===== src/rtl/ac_pkg.sv =====
// ---------------------------------------------------------------------------
// ac_pkg
// Shared types and helpers for the multi-zone air-conditioning controller.
//   zone_state_e : per-zone FSM state (IDLE/COOL/HEAT/WAIT)
//   MODE_*       : global mode select codes (bit0 = heat enable, bit1 = cool)
//   cnt_width()  : width of the shared run/lockout counter
// ---------------------------------------------------------------------------
package ac_pkg;

  typedef enum logic [1:0] {
    ST_IDLE = 2'b00,
    ST_COOL = 2'b01,
    ST_HEAT = 2'b10,
    ST_WAIT = 2'b11
  } zone_state_e;

  localparam logic [1:0] MODE_OFF  = 2'b00;
  localparam logic [1:0] MODE_HEAT = 2'b01;
  localparam logic [1:0] MODE_COOL = 2'b10;
  localparam logic [1:0] MODE_AUTO = 2'b11;

  // One counter serves both the minimum-run and the lockout phases, so it
  // must hold the larger of the two terminal values; never narrower than 1.
  function automatic int cnt_width(input int min_on, input int min_off);
    int m;
    int w;
    m = (min_on > min_off) ? min_on : min_off;
    w = $clog2(m + 1);
    return (w < 1) ? 1 : w;
  endfunction

endpackage


===== src/rtl/ac_ctrl_multi_if.sv =====
// ---------------------------------------------------------------------------
// ac_ctrl_multi_if
// Sensor/drive bundle of the multi-zone controller.
//   mode       : global mode select (00 off, 01 heat, 10 cool, 11 auto)
//   temp       : packed zone temperatures, zone i at [i*TEMP_W +: TEMP_W]
//   heating    : heater drive per zone
//   cooling    : cooler drive per zone
//   lockout    : zone in post-run lockout
//   any_active : OR of all heating and cooling bits
// master = sensor/plant side, slave = controller.
// ---------------------------------------------------------------------------
interface ac_ctrl_multi_if #(
  parameter int NUM_ZONES = 4,
  parameter int TEMP_W    = 5
);
  logic [1:0]                  mode;
  logic [NUM_ZONES*TEMP_W-1:0] temp;
  logic [NUM_ZONES-1:0]        heating;
  logic [NUM_ZONES-1:0]        cooling;
  logic [NUM_ZONES-1:0]        lockout;
  logic                        any_active;

  modport master (
    output mode, temp,
    input  heating, cooling, lockout, any_active
  );

  modport slave (
    input  mode, temp,
    output heating, cooling, lockout, any_active
  );
endinterface


===== src/rtl/ac_zone.sv =====
// ---------------------------------------------------------------------------
// ac_zone
// One zone's heat/cool FSM with hysteresis, minimum run time and post-run
// lockout. Outputs are Moore decodes of the registered state.
//   clk, rst    : clock, asynchronous active-high reset
//   i_heat_en   : heating permitted by global mode
//   i_cool_en   : cooling permitted by global mode
//   i_temp      : zone temperature, unsigned whole degrees
//   o_heating   : state == HEAT
//   o_cooling   : state == COOL
//   o_lockout   : state == WAIT
// ---------------------------------------------------------------------------
module ac_zone
  import ac_pkg::*;
#(
  parameter int TEMP_W   = 5,
  parameter int COOL_ON  = 22,
  parameter int COOL_OFF = 20,
  parameter int HEAT_ON  = 18,
  parameter int HEAT_OFF = 20,
  parameter int MIN_ON   = 4,
  parameter int MIN_OFF  = 2
) (
  input  logic              clk,
  input  logic              rst,
  input  logic              i_heat_en,
  input  logic              i_cool_en,
  input  logic [TEMP_W-1:0] i_temp,
  output logic              o_heating,
  output logic              o_cooling,
  output logic              o_lockout
);

  localparam int CNT_W = cnt_width(MIN_ON, MIN_OFF);

  localparam logic [TEMP_W-1:0] TH_COOL_ON  = TEMP_W'(COOL_ON);
  localparam logic [TEMP_W-1:0] TH_COOL_OFF = TEMP_W'(COOL_OFF);
  localparam logic [TEMP_W-1:0] TH_HEAT_ON  = TEMP_W'(HEAT_ON);
  localparam logic [TEMP_W-1:0] TH_HEAT_OFF = TEMP_W'(HEAT_OFF);

  localparam logic [CNT_W-1:0] ON_LAST = CNT_W'(MIN_ON - 1);
  localparam logic [CNT_W-1:0] CNT_ONE = CNT_W'(1);

  // With no lockout configured a finished run returns straight to IDLE.
  localparam zone_state_e ST_END = (MIN_OFF == 0) ? ST_IDLE : ST_WAIT;

  if (!((HEAT_ON < HEAT_OFF) && (HEAT_OFF <= COOL_OFF) && (COOL_OFF < COOL_ON) &&
        (COOL_ON < (1 << TEMP_W)) && (HEAT_ON >= 0) && (MIN_ON >= 1) && (MIN_OFF >= 0)))
  begin : g_bad_cfg
    $error("ac_zone: illegal threshold / timing configuration");
  end

  zone_state_e      r_state;
  zone_state_e      w_state_nxt;
  logic [CNT_W-1:0] r_cnt;
  logic [CNT_W-1:0] w_cnt_nxt;

  always_ff @(posedge clk or posedge rst) begin
    if (rst) begin
      r_state <= ST_IDLE;
      r_cnt   <= '0;
    end else begin
      r_state <= w_state_nxt;
      r_cnt   <= w_cnt_nxt;
    end
  end

  always_comb begin
    w_state_nxt = r_state;
    w_cnt_nxt   = r_cnt;
    case (r_state)
      ST_IDLE: begin
        w_cnt_nxt = '0;
        if (i_cool_en && (i_temp >= TH_COOL_ON)) begin
          w_state_nxt = ST_COOL;
        end else if (i_heat_en && (i_temp <= TH_HEAT_ON)) begin
          w_state_nxt = ST_HEAT;
        end
      end
      ST_COOL: begin
        // Mode withdrawal aborts at once; a temperature exit waits for MIN_ON.
        if (!i_cool_en || ((i_temp <= TH_COOL_OFF) && (r_cnt == ON_LAST))) begin
          w_state_nxt = ST_END;
          w_cnt_nxt   = '0;
        end else if (r_cnt != ON_LAST) begin
          w_cnt_nxt = r_cnt + CNT_ONE;
        end
      end
      ST_HEAT: begin
        if (!i_heat_en || ((i_temp >= TH_HEAT_OFF) && (r_cnt == ON_LAST))) begin
          w_state_nxt = ST_END;
          w_cnt_nxt   = '0;
        end else if (r_cnt != ON_LAST) begin
          w_cnt_nxt = r_cnt + CNT_ONE;
        end
      end
      ST_WAIT: begin
        // cnt is 0 on the first WAIT cycle, so leaving when cnt+1 reaches
        // MIN_OFF gives exactly MIN_OFF cycles of lockout.
        if ((int'(r_cnt) + 1) >= MIN_OFF) begin
          w_state_nxt = ST_IDLE;
          w_cnt_nxt   = '0;
        end else begin
          w_cnt_nxt = r_cnt + CNT_ONE;
        end
      end
      default: begin
        w_state_nxt = ST_IDLE;
        w_cnt_nxt   = '0;
      end
    endcase
  end

  assign o_heating = (r_state == ST_HEAT);
  assign o_cooling = (r_state == ST_COOL);
  assign o_lockout = (r_state == ST_WAIT);

endmodule


===== src/rtl/ac_ctrl_multi.sv =====
// ---------------------------------------------------------------------------
// ac_ctrl_multi
// Multi-zone air-conditioning controller: NUM_ZONES independent ac_zone
// instances sharing the global mode select.
//   clk, rst : clock, asynchronous active-high reset
//   bus      : ac_ctrl_multi_if slave
//              in  mode, temp
//              out heating, cooling, lockout, any_active
// ---------------------------------------------------------------------------
module ac_ctrl_multi
  import ac_pkg::*;
#(
  parameter int NUM_ZONES = 4,
  parameter int TEMP_W    = 5,
  parameter int COOL_ON   = 22,
  parameter int COOL_OFF  = 20,
  parameter int HEAT_ON   = 18,
  parameter int HEAT_OFF  = 20,
  parameter int MIN_ON    = 4,
  parameter int MIN_OFF   = 2
) (
  input logic          clk,
  input logic          rst,
  ac_ctrl_multi_if.slave bus
);

  if (NUM_ZONES < 1) begin : g_bad_zones
    $error("ac_ctrl_multi: NUM_ZONES must be at least 1");
  end

  logic                 w_heat_en;
  logic                 w_cool_en;
  logic [NUM_ZONES-1:0] w_heating;
  logic [NUM_ZONES-1:0] w_cooling;
  logic [NUM_ZONES-1:0] w_lockout;

  assign w_heat_en = |(bus.mode & MODE_HEAT);
  assign w_cool_en = |(bus.mode & MODE_COOL);

  for (genvar gi = 0; gi < NUM_ZONES; gi++) begin : g_zone
    ac_zone #(
      .TEMP_W   (TEMP_W),
      .COOL_ON  (COOL_ON),
      .COOL_OFF (COOL_OFF),
      .HEAT_ON  (HEAT_ON),
      .HEAT_OFF (HEAT_OFF),
      .MIN_ON   (MIN_ON),
      .MIN_OFF  (MIN_OFF)
    ) u_zone (
      .clk       (clk),
      .rst       (rst),
      .i_heat_en (w_heat_en),
      .i_cool_en (w_cool_en),
      .i_temp    (bus.temp[gi*TEMP_W +: TEMP_W]),
      .o_heating (w_heating[gi]),
      .o_cooling (w_cooling[gi]),
      .o_lockout (w_lockout[gi])
    );
  end

  assign bus.heating    = w_heating;
  assign bus.cooling    = w_cooling;
  assign bus.lockout    = w_lockout;
  assign bus.any_active = |(w_heating | w_cooling);

endmodule

===== src/flat_wrapper.sv =====
// flat-port wrapper written by rule: the top's interface ports become plain ports
module ac_ctrl_multi_flat import ac_pkg::*;
#(
  parameter int NUM_ZONES = 4,
  parameter int TEMP_W    = 5,
  parameter int COOL_ON   = 22,
  parameter int COOL_OFF  = 20,
  parameter int HEAT_ON   = 18,
  parameter int HEAT_OFF  = 20,
  parameter int MIN_ON    = 4,
  parameter int MIN_OFF   = 2
)
  (clk, rst, bus_mode, bus_temp, bus_heating, bus_cooling, bus_lockout, bus_any_active);
  ac_ctrl_multi_if #(.NUM_ZONES(NUM_ZONES), .TEMP_W(TEMP_W)) bus_i ();
  input logic clk;
  input logic rst;
  input wire logic [$bits(bus_i.mode)-1:0] bus_mode;
  input wire logic [$bits(bus_i.temp)-1:0] bus_temp;
  output wire logic [$bits(bus_i.heating)-1:0] bus_heating;
  output wire logic [$bits(bus_i.cooling)-1:0] bus_cooling;
  output wire logic [$bits(bus_i.lockout)-1:0] bus_lockout;
  output wire logic [$bits(bus_i.any_active)-1:0] bus_any_active;
  assign bus_i.mode = bus_mode;
  assign bus_i.temp = bus_temp;
  assign bus_heating = bus_i.heating;
  assign bus_cooling = bus_i.cooling;
  assign bus_lockout = bus_i.lockout;
  assign bus_any_active = bus_i.any_active;
  ac_ctrl_multi #(.NUM_ZONES(NUM_ZONES), .TEMP_W(TEMP_W), .COOL_ON(COOL_ON), .COOL_OFF(COOL_OFF), .HEAT_ON(HEAT_ON), .HEAT_OFF(HEAT_OFF), .MIN_ON(MIN_ON), .MIN_OFF(MIN_OFF)) u_core (.clk(clk), .rst(rst), .bus(bus_i));
endmodule

===== config.mk =====
export PLATFORM = sky130hd
export DESIGN_NAME = ac_ctrl_multi_flat
export DESIGN_NICKNAME = d
export VERILOG_FILES = /design/src/rtl/ac_pkg.sv /design/src/rtl/ac_ctrl_multi_if.sv /design/src/rtl/ac_zone.sv /design/src/rtl/ac_ctrl_multi.sv /design/src/flat_wrapper.sv
export SDC_FILE = /design/constraint.sdc
export NUM_CORES = 1
export LEC_CHECK = 0
export CAP_MARGIN = 40
export CORE_MARGIN = 10
export CORE_UTILIZATION = 45
export CTS_BUF_LIST = sky130_fd_sc_hd__clkbuf_4 sky130_fd_sc_hd__clkbuf_8
export CTS_CLUSTER_SIZE = 8
export DETAILED_ROUTE_END_ITERATION = 6
export HOLD_SLACK_MARGIN = 0.15
export PLACE_DENSITY = 0.73
export SLEW_MARGIN = 15
export SYNTH_ARGS = -nofsm -noshare
export SYNTH_HDL_FRONTEND = slang
export SYNTH_SLANG_ARGS = --single-unit
export TNS_END_PERCENT = 50

===== constraint.sdc =====
create_clock -name clk -period 3.3 [get_ports clk]
set_input_delay 0.99 -clock clk [delete_from_list [all_inputs] [get_ports clk]]
set_output_delay 0.99 -clock clk [all_outputs]
set_load 0.05 [all_outputs]

==> run_results.csv, run 1 <==
group,metric,value,unit
status,outcome,"finished clean",
die,dieHeight,85.9,um
setup_path,worst-path-max-fanout,4,
die,die_area,7380,sq um
synthesis,netlist_instances,216,
setup_path,crit_chain,"inv_1 > ha_1 > or4_1 > dlygate4sd2_1",
route,dr.pass1.iters,4,
clock_tree,ctsHtreeMaxLevel,1,
place,dpl.hpwl,3.33,mm
route,vias,1539,
clock_tree,post_cts_buffers,0,
clock_tree,cts_root_buffer,"clkbuf_8",
setup_path,crit_type,"flip-flop to primary output",
synthesis,synth_top_area_share,25.6,%
timing,grt_setup_unrepaired,"false",
timing,drv_slew,0,
setup_path,cpLargestDelayFamily,"buffers and inverters",
die,pin_count,37,
synthesis,post-synth-top-area-cell,"dfrtp_1",
synthesis,synth.distinct_cells,31,
setup_path,cpPeakStageDelay,0.50,ns
synthesis,synthTopCellsByArea,"dfrtp_1 26%, ha_1 23%, mux2i_1 6.1%",
route,drtIter0Drc,22,
synthesis,synth.yosys.seq_area_share,25.6,%
timing,worst-slew-pin-transition,0.798,ns
clock_tree,clkSinkCount,20,
timing,finalCritPeriodShare,91.1,%
route,ant_nets,0,
setup_path,critPathBufInv,2,
die,core,4090,sq um
grt,grt_max_degree,21,
flow_run,maxCapViolCount,0,
grt,grt_pass1_vias,1539,
pwr,power_density,895,nW/um^2
synthesis,synthArstFlopShare,100,%
die,initial_utilization,47.8,%
clock_tree,cts_inserted_buffers,3,
pwr,cellLeakagePower,1.08,nW
pwr,peakVddDrop,548,uV
place,numPortBuffers,36,
timing,period_minus_slack,3.01,ns
clock_tree,cts_tree,"done",
place,gp_congestion,0.769,
finish,fillers,375,
setup_path,end_kind,"primary output",
route,routed_wl,4.09,mm
synthesis,yosysWarnings,0,
route,vias_per_cell,5.25,
timing,final.setup.tns,0,ns
synthesis,synth_nets,276,
finish,area_growth,18.7,%
synthesis,synth-seq-cells,20,
clock_tree,cts_buffer_depth,2,
timing,setup_viol,0,
clock_tree,clkSlewWorstSetupHoldPaths,0.07,ns
grt,grt_overflow,0,
synthesis,syn_area,1950,sq um
finish,drive_above_1_share,7.82,%
synthesis,yosys-top-cells-count,"36 x ha_1, 29 x inv_1, 20 x dfrtp_1, 16 x nor2_1, 16 x o21ai_0",
pwr,p_total,0.00208,W
synthesis,synth_edf_count,0,
route,wl_per_cell,14.0,um
min_path,hold_path.class,"flip-flop to flip-flop",
die,rows,23,
finish,nets,305,
grt,antenna_found_initial,0,
setup_path,cp_slowest_cell,"or4_1",
timing,slew_headroom,46.8,%
timing,max_freq,332,MHz
synthesis,avgSynthCellArea,9.04,sq um
die,die_w,85.9,um
grt,grt_pass1_wl,6.88,mm
route,drc_errors,0,
setup_path,required,2.31,ns
synthesis,yosysMostFrequentCell,"ha_1",
setup_path,arrival,2.02,ns
timing,fin_worst_skew,0.00538,ns
clock_tree,insertion_delay,0.25,ns
grt,track_usage,10.9,%
timing,hold_viol,0,
finish,n_antenna_cell,0,
synthesis,synth-main-ff-cell,"dfrtp_1",
setup_path,cp-start-kind,"flip-flop",
==> sequential cells by signal, indices dropped and copies added, names as in the netlist <==
| register | count |
|---|---|
| u_core.g_zone.u_zone.r_cnt | 12 |
| u_core.g_zone.u_zone.r_state | 8 |
==> stage by stage <==
stage | setup WS [ns] | std cells | hold slack (ns) | cell area (sq um) | utilization, %
final | 0.292 | 293 | 0.568 | 2320 | 56.7
after global routing | 0.197 | 293 | 0.596 | 2320 | 56.7
after CTS | 0.281 | 293 | 0.570 | 2320 | 56.7
after detailed placement | 0.282 | 290 | 0.559 | 2280 | 55.8
after global placement | 0.312 | 290 | 0.554 | 2280 | 55.8
after floorplan | 0.799 | 216 | 0.534 | 1950 | -
==> cell type report <==
class | instances | area (sq um) | area share [%]
Clock buffer | 3 | 41.3 | 1.78
Sequential cell | 20 | 500 | 21.6
Tap cell | 50 | 62.6 | 2.70
Timing Repair Buffer | 38 | 374 | 16.1
Inverter | 29 | 109 | 4.70
Multi-Input combinational cell | 153 | 1230 | 53.1
==> worst reg2reg max path, delay by kind of cell, from the launching register on <==
kind	cells	cell delay [ns]
flip-flops	1	0.38
AO/OA/AOI/OAI	2	0.60
buffers and inverters	1	0.10
multiplexers	1	0.23
AND/OR/NAND/NOR	2	0.35
adder cells (fa/ha/maj)	1	0.25
==> power breakdown <==
| group | internal (W) | switching, W | total [W] |
|---|---|---|---|
| logic | 0.000607 | 0.000877 | 0.00148 |
| registers | 0.000347 | 0.0000866 | 0.000434 |
| clock network | 0.0000812 | 0.0000769 | 0.000158 |
==> routing by layer <==
metal	up-vias	track usage (%)	share of wire, %
li1	792	-	-
met1	716	13.4	49
met2	29	17.6	43
met3	2	3.50	6.6
met4	0	3.14	0.56
met5	-	0	0
==> cells by family (layout without fill, tap and decap cells) <==
| family | after synthesis | after routing | share of synthesized area [%] |
|---|---|---|---|
| xor gates and xnor gates | 2 | 2 | 0.897 |
| AOI/OAI and AO/OA | 54 | 54 | 19.1 |
| DFF | 20 | 20 | 25.6 |
| adders and majority gates | 36 | 36 | 23.1 |
| muxes | 12 | 12 | 6.15 |
| buffers and inverters | 43 | 70 | 11.3 |
| and+or+nand+nor | 49 | 49 | 13.8 |
==> layout by cell type, fill, tap and decap left out, drive strengths merged, types with 2 or more instances in the layout <==
master         instances
o21ai                 16
nand4b                 2
a22oi                  6
o21bai                 2
o22a                   2
nand3                  8
clkdlybuf4s50         35
nor2                  16
nor3                   4
a211oi                 2
a211o                  2
and4                   2
a311o                  2
nor3b                  2
inv                   29
nand3b                 2
o21ba                  2
mux2i                 12
buf                    2
clkbuf                 3
xor2                   2
nand2                 12
a31o                   2
a21oi                 14
ha                    36
a31oi                  2
a311oi                 2
dfrtp                 20
==> path summary, 6_finish.rpt <==
path                                                     from  slack, ns  cells past startpoint                                 end
setup / recovery           u_core.g_zone[2].u_zone.r_state[1]       0.29                      4                      bus_any_active
hold / removal               u_core.g_zone[0].u_zone.r_cnt[1]       0.57                      2    u_core.g_zone[0].u_zone.r_cnt[1]
setup reg to reg           u_core.g_zone[0].u_zone.r_state[0]       1.32                      7  u_core.g_zone[0].u_zone.r_state[1]
hold reg to reg              u_core.g_zone[0].u_zone.r_cnt[1]       0.57                      2    u_core.g_zone[0].u_zone.r_cnt[1]
max in group asynchronous                                 rst       1.62                      2  u_core.g_zone[0].u_zone.r_state[0]
min in group asynchronous                                 rst       1.19                      2  u_core.g_zone[0].u_zone.r_state[1]
==> what timing repair did <==
action	CTS	global route
setup endpoints to repair	1	0
resized for setup	1	0
hold buffers	0	0
Power figures use the tool's default switching activity.
==> run 2, diff against run 1 <==
--- a/config.mk
+++ b/config.mk
@@ -6,7 +6,7 @@
 export NUM_CORES = 1
 export LEC_CHECK = 0
 export CAP_MARGIN = 40
-export CORE_MARGIN = 10
+export CORE_MARGIN = 2
 export CORE_UTILIZATION = 45
 export CTS_BUF_LIST = sky130_fd_sc_hd__clkbuf_4 sky130_fd_sc_hd__clkbuf_8
 export CTS_CLUSTER_SIZE = 8
==> run 2 against run 1 <==
Cell count is the same. Worst hold slack better by 0.00077 ns. Fmax fell by 0.91%. Clock-buffer cell count unchanged. Non-clock buffer count is the same. Critical path depth stayed put. Sequential share of layout area unchanged. Power down 0.24%. Via count fell by 0.52%. Clock power about the same. Design area unchanged. Worst setup slack worse by 0.027 ns.
==> run_results.csv, run 2 (synthesized netlist as in run 1, its figures left out) <==
group,metric,value,unit
status,outcome,"finished clean",
place,numPortBuffers,36,
die,rows,23,
route,vias_per_cell,5.23,
die,die_area,4880,sq um
setup_path,end_kind,"primary output",
route,vias,1531,
finish,instances_no_fill,293,
finish,drive_above_1_share,7.82,%
clock_tree,cts_inserted_buffers,3,
timing,slew_headroom,48.6,%
grt,track_usage,16.5,%
setup_path,r2r_start,"u_core.g_zone[0].u_zone.r_state[0]",
timing,period_minus_slack,3.04,ns
setup_path,worst-path-max-fanout,4,
finish,nets,305,
route,drtIter0Drc,57,
timing,fin_worst_skew,0.000579,ns
die,dieHeight,69.9,um
clock_tree,cts_tree,"done",
min_path,worstHoldStart,"u_core.g_zone[0].u_zone.r_cnt[1]",
finish,reg_top3,"u_core.g_zone.u_zone.r_cnt: 12 flops, u_core.g_zone.u_zone.r_state: 8 flops",
min_path,hold_path_depth,2,
route,wl_per_cell,12.7,um
pwr,p_sw,0.00104,W
finish,largest_register,"u_core.g_zone.u_zone.r_cnt",
timing,final.setup.tns,0,ns
timing,grt_setup_unrepaired,"false",
min_path,hold_end,"u_core.g_zone[0].u_zone.r_cnt[1]",
setup_path,rr_endpoint,"u_core.g_zone[0].u_zone.r_state[1]",
finish,fin_area,2320,sq um
timing,max_freq,329,MHz
timing,hold_viol,0,
pwr,swShare,50.0,%
place,dpl_cell_area,2280,sq um
route,dr.pass1.iters,4,
finish,final_common_cell,"ha_1",
timing,fin_ws,0.265,ns
setup_path,cp-start-kind,"flip-flop",
timing,finalCritPeriodShare,92.0,%
pwr,power_frac_clock,7.7,%
setup_path,crit_type,"flip-flop to primary output",
clock_tree,insertion_delay,0.26,ns
timing,setup_viol,0,
pwr,power_frac_seq,20.9,%
clock_tree,clkSinkCount,20,
setup_path,r2r_cells,7,
place,gp_congestion,0.806,
grt,grt_pass1_vias,1507,
clock_tree,cts_buffer_depth,2,
setup_path,reg2reg_slack,1.29,ns
pwr,power_density,893,nW/um^2
die,die_w,69.9,um
die,initial_utilization,47.8,%
finish,n_antenna_cell,0,
finish,utilization,56.7,%
route,routed_wl,3.72,mm
pwr,peakVddDrop,474,uV
clock_tree,cts_root_buffer,"clkbuf_8",
grt,grt_max_degree,21,
pwr,comb_power_share,71.4,%
route,drc_errors,0,
setup_path,cpLargestDelayFamily,"buffers and inverters",
timing,worst-slew-pin-transition,0.770,ns
clock_tree,clkSlewWorstSetupHoldPaths,0.07,ns
grt,gr-usage-met3,2.02,%
finish,area_growth,18.7,%
min_path,hold_path.class,"flip-flop to flip-flop",
place,dp.cells,290,
grt,top_usage_layer,"met2",
grt,grtUsageMet1,22.4,%
grt,met2_usage,26.9,%
die,pin_count,37,
grt,grt_overflow,0,
finish,mostFrequentLayoutCells,"36 x ha_1, 35 x clkdlybuf4s50_1, 29 x inv_1",
setup_path,required,2.31,ns
finish,largest_reg_flops,12,
setup_path,crit_chain,"inv_1 > ha_1 > or4_1 > dlygate4sd2_1",
setup_path,arrival,2.05,ns
place,place_ws,0.254,ns
place,dpl.hpwl,2.97,mm
setup_path,cp_slowest_cell,"or4_1",
route,ant_nets,0,
clock_tree,hold_buffers,0,
grt,grt_pass1_wl,6.60,mm
setup_path,cpPeakStageDelay,0.52,ns
clock_tree,ctsHtreeMaxLevel,1,
pwr,p_int,0.00104,W
setup_path,critPathBufInv,2,
die,core,4090,sq um
grt,antenna_found_initial,0,
pwr,cellLeakagePower,1.08,nW
timing,drv_slew,0,
flow_run,maxCapViolCount,0,
run 2: cell counts in the layout (fill, tap and decap cells not counted):
No cell type changed its count.
run 2: worst min-delay path: stages, from the launching register on:
cell and delay [ns]:
dfrtp_1 0.39, nand3_1 0.07, a21oi_1 0.06
run 2: power groups by stage:
stage | clock (W) | combinational [W] | sequential, W
after global routing | 0.000176 | 0.00163 | 0.000450
after global placement | 0 | 0.00147 | 0.000431
after CTS | 0.000166 | 0.00149 | 0.000431
after detailed placement | 0 | 0.00148 | 0.000438
final | 0.000160 | 0.00148 | 0.000432
after floorplan | 0 | 0.00123 | 0.000419
run 2: metal layers:
metal  part of all wire [%]  vias up  wire, um
li1                       -      794         -
met1                     51      696      1900
met2                     43       36      1590
met3                    4.3        5       160
met4                    1.7        0        65
met5                      0        -         0
run 2: what timing repair did:
item | in CTS | in global routing
setup endpoints to repair | 1 | 0
buffers inserted | 0 | 0
gates resized for setup | 1 | 0
run 2: per-stage QoR:
step / total power (W) / hold slack (ns)
after global routing: 0.00225 / 0.610
after floorplan: 0.00165 / 0.534
after global placement: 0.00190 / 0.551
after CTS: 0.00208 / 0.576
final: 0.00207 / 0.569
after detailed placement: 0.00191 / 0.565
run 2: worst max-delay path by stage:
stage          slack (ns)              to                                from  cells after the start
2_1_floorplan        0.80  bus_any_active  u_core.g_zone[2].u_zone.r_state[0]                      3
3_3_place_gp         0.28  bus_any_active  u_core.g_zone[2].u_zone.r_state[0]                      4
3_5_place_dp         0.25  bus_any_active  u_core.g_zone[2].u_zone.r_state[0]                      4
4_1_cts              0.25  bus_any_active  u_core.g_zone[2].u_zone.r_state[0]                      4
5_1_grt              0.16  bus_any_active  u_core.g_zone[2].u_zone.r_state[0]                      4
6_report             0.26  bus_any_active  u_core.g_zone[1].u_zone.r_state[1]                      4
run 2: area by class of cell:
cell class	count	area (sq um)
fillers	386	1770
multi-input cells	153	1230
flip-flops and latches	20	500
repair buffers	38	374
inverters	29	109
well taps	50	62.6
clock buffers	3	41.3
==> run 3, diff against run 2 <==
--- a/config.mk
+++ b/config.mk
@@ -13,6 +13,7 @@
 export DETAILED_ROUTE_END_ITERATION = 6
 export HOLD_SLACK_MARGIN = 0.15
 export PLACE_DENSITY = 0.73
+export RECOVER_POWER = 25
 export SLEW_MARGIN = 15
 export SYNTH_ARGS = -nofsm -noshare
 export SYNTH_HDL_FRONTEND = slang
==> run 3 against run 2 <==
Clock skew did not move. Largest power group unchanged. Highest routed layer unchanged. Global-route usage did not move. Cell count did not move. Clock power barely moved. Non-clock buffer count did not move. Largest cell class unchanged. Sequential share of layout area did not move.
==> run_results.csv, run 3 (synthesized netlist as in run 1, its figures left out) <==
group,metric,value,unit
setup_path,crit_chain,"inv_1 > ha_1 > or4_1 > dlygate4sd2_1",
setup_path,r2r_start,"u_core.g_zone[0].u_zone.r_state[0]",
timing,final.setup.tns,0,ns
setup_path,arrival,2.05,ns
pwr,peakVddDrop,474,uV
timing,finalCritPeriodShare,92.0,%
die,initial_utilization,47.8,%
grt,grt_pass1_wl,6.60,mm
flow_run,maxCapViolCount,0,
route,wl_per_cell,12.7,um
setup_path,crit_type,"flip-flop to primary output",
setup_path,rr_endpoint,"u_core.g_zone[0].u_zone.r_state[1]",
clock_tree,clkSlewWorstSetupHoldPaths,0.07,ns
route,drc_errors,0,
timing,hold_viol,0,
clock_tree,ctsHtreeMaxLevel,1,
grt,grt_overflow,0,
clock_tree,hold_buffers,0,
timing,drv_slew,0,
place,dpl.hpwl,2.97,mm
die,die_area,4880,sq um
clock_tree,insertion_delay,0.26,ns
grt,track_usage,16.5,%
grt,grt_pass1_vias,1507,
clock_tree,cts_buffer_depth,2,
timing,worst-slew-pin-transition,0.770,ns
grt,grt_max_degree,21,
finish,nets,305,
setup_path,worstSetupEndpoint,"bus_any_active",
setup_path,end_kind,"primary output",
die,pin_count,37,
die,die_w,69.9,um
route,vias,1531,
setup_path,cpPeakStageDelay,0.52,ns
setup_path,worst-path-max-fanout,4,
finish,largest_reg_flops,12,
timing,slew_headroom,48.6,%
pwr,p_total,0.00207,W
finish,reg_top3,"u_core.g_zone.u_zone.r_cnt: 12 flops, u_core.g_zone.u_zone.r_state: 8 flops",
min_path,hold_path.class,"flip-flop to flip-flop",
setup_path,cp_slowest_cell,"or4_1",
clock_tree,cts_root_buffer,"clkbuf_8",
setup_path,r2r_cells,7,
finish,area_growth,18.7,%
timing,setup_viol,0,
grt,antenna_found_initial,0,
finish,largest_register,"u_core.g_zone.u_zone.r_cnt",
die,rows,23,
finish,mostFrequentLayoutCells,"36 x ha_1, 34 x clkdlybuf4s50_1, 29 x inv_1",
clock_tree,clkSinkCount,20,
status,outcome,"finished clean",
finish,fillers,386,
finish,final_common_cell,"ha_1",
setup_path,reg2reg_slack,1.29,ns
route,routed_wl,3.72,mm
pwr,power_density,893,nW/um^2
finish,n_antenna_cell,0,
setup_path,crit_start,"u_core.g_zone[1].u_zone.r_state[1]",
pwr,cellLeakagePower,1.09,nW
setup_path,cp-start-kind,"flip-flop",
place,numPortBuffers,36,
route,ant_nets,0,
clock_tree,post_cts_buffers,0,
timing,max_freq,329,MHz
clock_tree,cts_resized,1,
timing,period_minus_slack,3.04,ns
clock_tree,cts_inserted_buffers,3,
route,drtIter0Drc,57,
clock_tree,cts_tree,"done",
die,dieHeight,69.9,um
timing,grt_setup_unrepaired,"false",
setup_path,required,2.31,ns
finish,drive_above_1_share,7.82,%
timing,fin_worst_skew,0.000579,ns
route,dr.pass1.iters,4,
place,gp_congestion,0.806,
die,core,4090,sq um
route,vias_per_cell,5.23,
[run 3: power breakdown]
part | internal (W) | total, W | switching [W]
sequential | 0.000347 | 0.000432 | 0.0000848
combinational | 0.000606 | 0.00148 | 0.000872
clock | 0.0000814 | 0.000160 | 0.0000786
total | 0.00104 | 0.00207 | 0.00104
[run 3: worst min path at each step]
| stage | slack [ns] | cells after the start | endpoint | start |
|---|---|---|---|---|
| 6_report | 0.57 | 2 | u_core.g_zone[0].u_zone.r_cnt[1] | u_core.g_zone[0].u_zone.r_cnt[1] |
| 5_1_grt | 0.61 | 2 | u_core.g_zone[0].u_zone.r_cnt[1] | u_core.g_zone[0].u_zone.r_cnt[1] |
| 4_1_cts | 0.58 | 2 | u_core.g_zone[0].u_zone.r_cnt[1] | u_core.g_zone[0].u_zone.r_cnt[1] |
| 3_5_place_dp | 0.57 | 2 | u_core.g_zone[0].u_zone.r_cnt[1] | u_core.g_zone[0].u_zone.r_cnt[1] |
| 3_3_place_gp | 0.55 | 2 | u_core.g_zone[2].u_zone.r_cnt[1] | u_core.g_zone[2].u_zone.r_cnt[1] |
| 2_1_floorplan | 0.53 | 2 | u_core.g_zone[0].u_zone.r_cnt[1] | u_core.g_zone[0].u_zone.r_cnt[1] |
[run 3: worst max-delay path: cells and delay by family, from the launching register on]
kind,cells,cell delay (ns)
adders and majority gates,1,0.27
buffers and inverters,2,0.58
and+or+nand+nor,1,0.52
DFF,1,0.41
[run 3: per-stage QoR]
stage               util (%)  instances  hold slack, ns  setup slack [ns]  instance area, sq um
global placement        55.8        290           0.551             0.283                  2280
floorplan                  -        216           0.534             0.799                  1950
detailed placement      55.8        290           0.565             0.254                  2280
CTS                     56.7        293           0.576             0.249                  2320
finish                  56.7        293           0.569             0.265                  2320
global route            56.7        293           0.610             0.160                  2320
[run 3: cell type report]
type / instances / area, sq um / share of cell area (%)
multi-input cells: 153 / 1230 / 53.1
flip-flops and latches: 20 / 500 / 21.6
repair buffers: 38 / 374 / 16.1
inverters: 29 / 109 / 4.70
well taps: 50 / 62.6 / 2.70
clock buffers: 3 / 41.3 / 1.78
[run 3: per-layer routing]
| metal | up-vias | routed length, um | GRT usage [%] |
|---|---|---|---|
| met2 | 36 | 1590 | 26.9 |
| met3 | 5 | 160 | 2.02 |
| met1 | 696 | 1900 | 22.4 |
| met4 | 0 | 65 | 6.41 |
| met5 | - | 0 | 0 |
| li1 | 794 | - | - |
